File: src/rtl/stack_seq.sv
// Stack sequencer: multi-cycle PUSH/POP/CALL/RET/INTR/RTI against a byte-wide
// data memory, driving SP inc/dec, register writeback and PC/CCR redirects.
module stack_seq #(
    parameter logic [7:0] INTR_VEC = 8'h01
) (
    input  logic       clk,
    input  logic       rst_n,
    input  logic       start,
    input  logic [2:0] op,
    input  logic [7:0] sp_in,
    input  logic [7:0] data_in,
    input  logic [1:0] rd_addr,
    input  logic [7:0] pc_in,
    input  logic [7:0] target_in,
    input  logic [3:0] flags_in,
    input  logic [7:0] mem_rdata,
    output logic       busy,
    output logic       done,
    output logic [7:0] mem_addr,
    output logic [7:0] mem_wdata,
    output logic       mem_we,
    output logic       mem_re,
    output logic       dec_sp,
    output logic       inc_sp,
    output logic       reg_we,
    output logic [1:0] reg_waddr,
    output logic [7:0] reg_wdata,
    output logic       pc_load,
    output logic [7:0] pc_out,
    output logic       flags_load,
    output logic [3:0] flags_out
);

    localparam logic [2:0] OP_PUSH = 3'd0;
    localparam logic [2:0] OP_POP  = 3'd1;
    localparam logic [2:0] OP_CALL = 3'd2;
    localparam logic [2:0] OP_RET  = 3'd3;
    localparam logic [2:0] OP_INTR = 3'd4;
    localparam logic [2:0] OP_RTI  = 3'd5;

    typedef enum logic [2:0] {IDLE, WR1, WR2, RDA1, RDD1, RDA2, RDD2, DONE} state_t;

    typedef struct packed {
        logic [2:0] op;
        logic [7:0] data;
        logic [1:0] rd;
        logic [7:0] pc;
        logic [7:0] target;
        logic [3:0] flags;
    } req_t;

    state_t     state, nxt;
    req_t       req;
    logic [7:0] cap_byte;
    logic [3:0] cap_flags;
    logic       accept;
    logic [7:0] sp_plus1;

    assign accept   = (state == IDLE) && start;
    assign sp_plus1 = sp_in + 8'd1;

    always_ff @(posedge clk or negedge rst_n) begin
        if (!rst_n) begin
            state     <= IDLE;
            req       <= '0;
            cap_byte  <= '0;
            cap_flags <= '0;
        end else begin
            state <= nxt;
            if (accept)
                req <= '{op: op, data: data_in, rd: rd_addr, pc: pc_in,
                         target: target_in, flags: flags_in};
            // RTI pops the flags byte first, then the return PC
            if (state == RDD1) begin
                if (req.op == OP_RTI) cap_flags <= mem_rdata[3:0];
                else                  cap_byte  <= mem_rdata;
            end
            if (state == RDD2)
                cap_byte <= mem_rdata;
        end
    end

    always_comb begin
        nxt        = state;
        busy       = (state != IDLE);
        done       = 1'b0;
        mem_addr   = '0;
        mem_wdata  = '0;
        mem_we     = 1'b0;
        mem_re     = 1'b0;
        dec_sp     = 1'b0;
        inc_sp     = 1'b0;
        reg_we     = 1'b0;
        reg_waddr  = '0;
        reg_wdata  = '0;
        pc_load    = 1'b0;
        pc_out     = '0;
        flags_load = 1'b0;
        flags_out  = '0;
        unique case (state)
            IDLE: begin
                if (start) begin
                    case (op)
                        OP_PUSH, OP_CALL, OP_INTR: nxt = WR1;
                        OP_POP, OP_RET, OP_RTI:    nxt = RDA1;
                        default:                   nxt = DONE;
                    endcase
                end
            end
            WR1: begin
                mem_we    = 1'b1;
                mem_addr  = sp_in;
                dec_sp    = 1'b1;
                mem_wdata = (req.op == OP_PUSH) ? req.data : req.pc;
                nxt       = (req.op == OP_INTR) ? WR2 : DONE;
            end
            WR2: begin
                mem_we    = 1'b1;
                mem_addr  = sp_in;
                dec_sp    = 1'b1;
                mem_wdata = {4'b0, req.flags};
                nxt       = DONE;
            end
            RDA1, RDA2: begin
                mem_re   = 1'b1;
                mem_addr = sp_plus1;
                inc_sp   = 1'b1;
                nxt      = (state == RDA1) ? RDD1 : RDD2;
            end
            RDD1: nxt = (req.op == OP_RTI) ? RDA2 : DONE;
            RDD2: nxt = DONE;
            DONE: begin
                done = 1'b1;
                nxt  = IDLE;
                case (req.op)
                    OP_CALL: begin
                        pc_load = 1'b1;
                        pc_out  = req.target;
                    end
                    OP_INTR: begin
                        pc_load = 1'b1;
                        pc_out  = INTR_VEC;
                    end
                    OP_POP: begin
                        reg_we    = 1'b1;
                        reg_waddr = req.rd;
                        reg_wdata = cap_byte;
                    end
                    OP_RET: begin
                        pc_load = 1'b1;
                        pc_out  = cap_byte;
                    end
                    OP_RTI: begin
                        pc_load    = 1'b1;
                        pc_out     = cap_byte;
                        flags_load = 1'b1;
                        flags_out  = cap_flags;
                    end
                    default: ;
                endcase
            end
            default: nxt = IDLE;
        endcase
    end

endmodule

File: config.mk
export PLATFORM = sky130hd
export DESIGN_NAME = stack_seq
export DESIGN_NICKNAME = d
export VERILOG_FILES = /design/src/rtl/stack_seq.sv
export SDC_FILE = /design/constraint.sdc
export NUM_CORES = 1
export LEC_CHECK = 0
export CELL_PAD_IN_SITES_DETAIL_PLACEMENT = 0
export CELL_PAD_IN_SITES_GLOBAL_PLACEMENT = 1
export CORE_ASPECT_RATIO = 1.4
export CORE_MARGIN = 2
export CORE_UTILIZATION = 25
export CTS_BUF_LIST = sky130_fd_sc_hd__clkbuf_16
export DETAILED_ROUTE_END_ITERATION = 8
export DONT_BUFFER_PORTS = 1
export MAX_ROUTING_LAYER = met4
export PLACE_DENSITY = 0.45
export SETUP_SLACK_MARGIN = 0.3
export SLEW_MARGIN = 20
export SYNTH_ARGS = -nofsm -noshare
export SYNTH_HDL_FRONTEND = slang
export SYNTH_SLANG_ARGS = --single-unit
File: constraint.sdc
create_clock -name clk -period 3.22 [get_ports clk]
set_clock_uncertainty 0.05 [all_clocks]
set_input_delay 0.483 -clock clk [delete_from_list [all_inputs] [get_ports clk]]
set_output_delay 0.483 -clock clk [all_outputs]
set_load 0.05 [all_outputs]
=== Word level (Yosys, flattened, before mapping) ===
Cells that the tools add are included.

* Output and inout port bits: 47
* Flip-flop bits (word level): 48
* Input bits: 52

* Equality and inequality tests: 19
* Muxes and demuxes: 29
* Reduce and logical (&&, ||, !) cells: 15
* Add/sub/neg operators: 1

{| class="wikitable"
|+ Operator list
! kind !! number
|-
| $mux W8 || 7
|-
| $pmux W8 S2 || 2
|-
| $eq A3 B3 Y1 const B || 8
|-
| $pmux W8 S3 || 1
|-
| $eq A3 B2 Y1 const B || 6
|-
| $pmux W3 S6 || 1
|-
| $eq A3 B1 Y1 const B || 3
|-
| $logic_not A3 Y1 || 3
|-
| $mux W1 || 9
|-
| $add A8 B1 Y8 const B || 1
|-
| $mux W2 || 4
|-
| $mux W4 || 2
|-
| $reduce_or A2 Y1 || 4
|-
| $mux W3 || 2
|-
| $pmux W3 S2 || 1
|-
| $reduce_or A3 Y1 || 2
|-
| $ne A2 B2 Y1 const B || 2
|-
| $reduce_and A2 Y1 || 2
|-
| $reduce_or A4 Y1 || 1
|-
| $reduce_bool A3 Y1 || 1
|-
| $reduce_bool A2 Y1 || 1
|-
| $logic_and A1 B1 Y1 || 1
|}

=== Logic depth before layout (Yosys ltp) ===
Gate-level depths: netlist of the first run.

* Word-level depth: 5
* Mapped depth: 6
* Mapped depth without buffers: 5

=== Worst setup path after synthesis of the first run ===
Ideal clock, no wire load.

* Path type: reg-to-output
* Start point: register state[1]
* End point: output mem_addr[2]
* Setup slack: 0.385 ns
* Arrival: 2.302 ns
* Cell stages (with the launch flop): 6
* Required time: 2.687 ns
* Path through: dfrtp_1 buf_4 nand2b_1 a21oi_2 a21oi_1 mux2i_1

* Word-level cells in the longest chain between the ends: 3

{| class="wikitable"
|+ RTL lines
! element !! RTL line !! text
|-
| start: declaration || 52 || <nowiki>state_t state, nxt;</nowiki>
|-
| start signal: assignment || 69 || <nowiki>state <= nxt;</nowiki>
|-
| $eq A3 B2 Y1 (tied with other cells) || 100 || <nowiki>unique case (state)</nowiki>
|-
| $reduce_or A2 Y1 (on tied branches) || -- ||
|-
| $pmux W8 S2 * || 100 ||
|-
| end: declaration || 19 || <nowiki>output logic [7:0] mem_addr,</nowiki>
|}

Mark *: on every way between the ends. The rest lies on a longest branch, timed or not.

=== Worst setup path in the final report of the first run ===
* Start point: register state[1]
* End point: output mem_addr[7]

Same word-level chain as after synthesis.

==> impl_metrics.env, run 1 <==
export IMPL_hp_class="input port to flop"
export IMPL_min_from="mem_rdata[0]"
export IMPL_clock_latency_ps=290
export IMPL_slowest_delay_ps=630
export IMPL_critPathTopFamily="flip-flops"
export IMPL_hpwl_mm=5.36
export IMPL_synth_edf_count=0
export IMPL_dieArea_um2=12000
export IMPL_clockBufferDepth=2
export IMPL_post_cts_setup_buffers=0
export IMPL_ctsResizeCount=0
export IMPL_viasPerCell=4.66
export IMPL_clock_root_buffer="clkbuf_16"
export IMPL_first_global_vias=2208
export IMPL_cts_buffers=5
export IMPL_synth_nets=305
export IMPL_cts_tree="built"
export IMPL_drive_gt1_share_pct=38.8
export IMPL_endpoint_kind="primary output"
export IMPL_cp_max_fo=14
export IMPL_layout_nets=343
export IMPL_synthCells=252
export IMPL_drt_iter0_markers=48
export IMPL_routabilityCongestion=0.744
export IMPL_grt_usage_pct=12.8
export IMPL_synth_main_ff_cell="dfrtp_1"
export IMPL_clk_pin_slew_ps=60
export IMPL_cp_num_buf_inv=2
export IMPL_vdd_ir_drop_max_mv=0.433
export IMPL_crit_start="state[1]"
export IMPL_num_rows=45
export IMPL_slew_viol_final=0
export IMPL_cts_sinks=48
export IMPL_max_cap_violations=0
export IMPL_power_mw=3.47
export IMPL_critPathLaunchType="flop"
export IMPL_period_minus_slack_ps=2690
export IMPL_portBuffers=0
export IMPL_grt_max_degree=49
export IMPL_status="finished, final reports clean"
export IMPL_layout_common_cells="mux2_2 (52), dfrtp_1 (48), buf_4 (34)"
export IMPL_seq_area_frac_synth_pct=43.3
export IMPL_overflow=0
export IMPL_grt_antenna_before_repair=0
export IMPL_slew_headroom_pct=60.2
export IMPL_cp_slowest_cell="dfrtp_1"
export IMPL_synth_area_um2=2770
export IMPL_start_util_pct=25.7
export IMPL_synth_async_sr_flop_share_pct=100
export IMPL_die_x_um=93.0
export IMPL_ys_warnings_count=0
export IMPL_tightestPinTransition_ps=595
export IMPL_core_area_um2=10800
export IMPL_grt_setup_unrepaired="no"
export IMPL_ant_nets=0
export IMPL_finalHoldViolations=0
export IMPL_vias=2015
export IMPL_dr_pass1_iters=3
export IMPL_grt_pass1_wl_mm=11.5
export IMPL_drt_wirelength_per_cell_um=16.7
export IMPL_p_leak_nw=1.50
export IMPL_hold_buffers=2
export IMPL_cts_htree_levels=2
export IMPL_worstPathRequired_ps=2690
export IMPL_fill_cells=1132
export IMPL_ys_ff_latch=48
export IMPL_wirelength_mm=7.22
export IMPL_crit_type="flop to primary output"
export IMPL_synth_avg_cell_area_um2=11.0
export IMPL_final_common_cell="mux2_2"
export IMPL_clock_fmax_mhz=371
export IMPL_crit_chain="and2b_1 > o21a_1 > buf_4 > a22o_1 > buf_12"
export IMPL_period_share_pct=83.7
export IMPL_yosys_cell_types_count=43
export IMPL_finalSetupTns_ps=0
export IMPL_reg2reg_from="state[1]"
export IMPL_arrival_ps=2160
export IMPL_fp_dieH_um=129
export IMPL_antenna_cells=0
export IMPL_setup_violations=0
export IMPL_area_delta_synth_final_pct=26.5
export IMPL_powerDensity_nw_per_um2=988
export IMPL_io_pins=99
export IMPL_post_route_drc_count=0
==> final cells by class <==
type                       count  area [µm²]  share of cell area, %
clock buffer                   5         125                   3.57
inverter                       6        22.5                  0.642
clock inverter                 3        11.3                  0.321
multi-input combinational    180        1430                   40.7
sequential                    48        1200                   34.2
tap                          141         176                   5.03
timing repair buffer          49         544                   15.5
==> power breakdown <==
group / total [mW] / switching (mW) / internal [mW]
logic: 1.82 / 1.05 / 0.771
clock network: 0.495 / 0.215 / 0.280
registers: 1.16 / 0.256 / 0.900
==> cells by family (layout without fill, tap and decap cells) <==
family	after synthesis	count (layout)	share of synthesized area, %
AND/OR/NAND/NOR	81	81	17.0
multiplexers	64	64	25.4
flip-flops	48	48	43.3
AO/OA/AOI/OAI	33	33	8.07
buffers and inverters	24	63	5.46
adder cells (fa/ha/maj)	1	1	0.451
XOR/XNOR	1	1	0.316
==> flip-flops by register name, summed over array words and instances, names as in the netlist <==
| signal | flops |
|---|---|
| cap_flags | 4 |
| state | 3 |
| req | 33 |
| cap_byte | 8 |
==> synthesized netlist by cell type, types with 2 or more instances <==
master | number | area share [%]
nand2b_1 | 4 | 0.90
and2_1 | 16 | 3.6
a22oi_1 | 7 | 1.9
buf_6 | 4 | 1.6
buf_4 | 7 | 1.9
a22o_1 | 2 | 0.63
nand3_1 | 11 | 2.0
nand2_1 | 11 | 1.5
clkbuf_1 | 3 | 0.41
nor2_1 | 20 | 2.7
dfrtp_1 | 48 | 43
nor2b_1 | 3 | 0.68
inv_1 | 5 | 0.68
buf_2 | 4 | 0.72
nand4_1 | 3 | 0.68
o221ai_1 | 2 | 0.63
nor3_4 | 2 | 1.2
mux2i_1 | 12 | 4.3
a21oi_1 | 7 | 1.3
o21ai_0 | 7 | 1.3
mux2_2 | 52 | 21
==> routing by layer <==
layer | vias to the layer above | global-route usage [%] | part of all wire, %
met3 | 7 | 2.58 | 4.4
met2 | 53 | 23.4 | 53
met5 | - | - | 0
met4 | 0 | 4.67 | 1.9
met1 | 980 | 13.5 | 41
li1 | 975 | - | -
==> path summary, 6_finish.rpt <==
path / cells after the start / endpoint / slack (ps)
setup / recovery: 5 / mem_addr[7] / 530
min in group asynchronous: 2 / req[1] / 660
max in group asynchronous: 2 / req[5] / 2230
hold / removal: 2 / cap_byte[0] / 280
setup reg to reg: 3 / req[13] / 1050
hold reg to reg: 1 / cap_flags[2] / 440
==> per-stage QoR <==
| step | hold WS [ps] | util (%) | cells | cell area, µm² | setup WS, ps |
|---|---|---|---|---|---|
| 2_1_floorplan | 137 | - | 252 | 2770 | 385 |
| 3_3_place_gp | 138 | 30.8 | 422 | 3330 | 869 |
| 3_5_place_dp | 138 | 30.8 | 422 | 3330 | 838 |
| 4_1_cts | 271 | 32.5 | 432 | 3510 | 505 |
| 5_1_grt | 278 | 32.5 | 432 | 3510 | 402 |
| 6_report | 279 | 32.5 | 432 | 3510 | 525 |
No activity file was read; power rests on OpenSTA's default activity.
==> run 2, diff against run 1 <==
==> constraint.sdc (replaced) <==
create_clock -name clk -period 2.8 [get_ports clk]
set_clock_uncertainty 0.05 [all_clocks]
set_input_delay 0.42 -clock clk [delete_from_list [all_inputs] [get_ports clk]]
set_output_delay 0.42 -clock clk [all_outputs]
set_load 0.05 [all_outputs]
==> run 2 against run 1 <==
First-iteration DRC count rose to 2.9 times the previous value; routed wire length is 2.5% higher; die area did not move; design area up 4.6%; sequential share of layout area down 1.4 points; worst hold slack worse by 70 ps; critical path depth is 1 higher; sequential power increased by 16%; non-clock buffer count shrank 1; register-to-register slack got worse by 350 ps; power rose by 28%; critical endpoint is now mem_addr[6].
==> impl_metrics.env, run 2 (synthesized netlist as in run 1, its figures left out) <==
export IMPL_num_rows=45
export IMPL_reg2reg_from="state[1]"
export IMPL_drive_gt1_share_pct=44.8
export IMPL_layout_setup_ws_ps=425
export IMPL_max_cap_violations=0
export IMPL_cts_sinks=48
export IMPL_clock_fmax_mhz=421
export IMPL_placed_area_um2=3380
export IMPL_slew_headroom_pct=61.6
export IMPL_power_mw=4.42
export IMPL_grt_pass1_wl_mm=11.8
export IMPL_first_global_vias=2185
export IMPL_endpoint_kind="primary output"
export IMPL_routabilityCongestion=0.752
export IMPL_start_util_pct=25.7
export IMPL_hpwl_mm=5.40
export IMPL_antenna_cells=0
export IMPL_portBuffers=0
export IMPL_overflow=0
export IMPL_post_route_drc_count=0
export IMPL_crit_start="state[0]"
export IMPL_drt_iter0_markers=139
export IMPL_clk_pin_slew_ps=70
export IMPL_cts_tree="built"
export IMPL_p_leak_nw=1.54
export IMPL_grt_max_degree=49
export IMPL_dr_pass1_iters=4
export IMPL_clockBufferDepth=2
export IMPL_setup_violations=0
export IMPL_layout_common_cells="mux2_2 (52), dfrtp_1 (45), buf_4 (30)"
export IMPL_stdcell_count=431
export IMPL_layout_nets=342
export IMPL_powerDensity_nw_per_um2=1210
export IMPL_largest_reg_flops=33
export IMPL_status="finished, final reports clean"
export IMPL_finalSetupTns_ps=0
export IMPL_slowest_delay_ps=520
export IMPL_final_common_cell="mux2_2"
export IMPL_critPathLaunchType="flop"
export IMPL_postLayoutCellArea_um2=3670
export IMPL_vias=2020
export IMPL_core_area_um2=10800
export IMPL_fp_dieH_um=129
export IMPL_crit_chain="buf_4 > nand2b_1 > a21oi_4 > a21oi_1 > mux2i_2 > buf_12"
export IMPL_cts_htree_levels=2
export IMPL_crit_type="flop to primary output"
export IMPL_io_pins=99
export IMPL_fin_util_pct=33.9
export IMPL_drt_wirelength_per_cell_um=17.2
export IMPL_dieArea_um2=12000
export IMPL_slew_viol_final=0
export IMPL_pre_cts_slack_ps=561
export IMPL_regMostFlops="req"
export IMPL_clock_root_buffer="clkbuf_16"
export IMPL_dp_cells=420
export IMPL_min_from="mem_rdata[0]"
export IMPL_cts_buffers=5
export IMPL_worstPathRequired_ps=2330
export IMPL_period_minus_slack_ps=2370
export IMPL_tightestPinTransition_ps=575
export IMPL_holdWs_ps=208
export IMPL_grt_antenna_before_repair=0
export IMPL_area_delta_synth_final_pct=32.3
export IMPL_clock_latency_ps=290
export IMPL_finalHoldViolations=0
export IMPL_grt_usage_pct=13.1
export IMPL_die_x_um=93.0
export IMPL_ant_nets=0
export IMPL_cp_max_fo=14
export IMPL_grt_setup_unrepaired="yes"
export IMPL_vdd_ir_drop_max_mv=0.605
export IMPL_top_regs="req (33), cap_byte (8), cap_flags (4)"
export IMPL_arrival_ps=1900
export IMPL_wirelength_mm=7.40
export IMPL_period_share_pct=84.8
export IMPL_viasPerCell=4.69
export IMPL_cp_slowest_cell="dfrtp_2"
export IMPL_hp_class="input port to flop"
[run 2: cell count changes in the layout (fill, tap and decap cells not counted), moves of 3 or more]
cell / change
dfrtp_1: -3
buf_4: -4
and2_1: -4
buf_12: +4
bufinv_16: +3
dfrtp_2: +3
and2_2: +4
[run 2: repair_timing]
item / 4_1_cts / 5_1_grt
endpoints found under the hold margin: 48 / 0
gates resized for setup: 2 / 5
cloned: 0 / 0
buffers inserted: 0 / 1
endpoints found under the setup margin: 4 / 36
pin swaps: 0 / 1
hold buffers: 2 / 0
[run 2: final cells by class]
class	instances	area [µm²]
Tap cell	141	176
Sequential cell	48	1200
Timing Repair Buffer	48	583
Clock buffer	5	125
Multi-Input combinational cell	180	1470
Fill cell	1129	7140
Clock inverter	3	90.1
Inverter	6	22.5
[run 2: critical path, delay by kind of cell, from the launching register on]
kind | cells | cell delay, ps
compound gates | 2 | 340
flops | 1 | 520
mux | 1 | 220
simple gates | 1 | 160
buf+inv | 2 | 370
[run 2: worst paths after layout]
path / cells after the start / to / slack (ps)
setup / recovery: 6 / mem_addr[6] / 430
hold / removal: 2 / cap_byte[0] / 210
setup reg to reg: 3 / req[6] / 700
hold reg to reg: 1 / cap_flags[0] / 450
max in group asynchronous: 2 / state[1] / 1870
min in group asynchronous: 2 / req[29] / 590
[run 2: power breakdown]
part           internal, mW  switching [mW]
registers              1.04           0.307
logic                 0.970            1.24
clock network         0.602           0.266
total                  2.61            1.81
[run 2: layer usage]
layer | vias up | part of all wire, % | track usage (%)
li1 | 970 | - | -
met1 | 987 | 39 | 13.6
met2 | 55 | 54 | 24.0
met3 | 8 | 4.8 | 3.04
met4 | 0 | 2.1 | 4.84
met5 | - | 0 | -
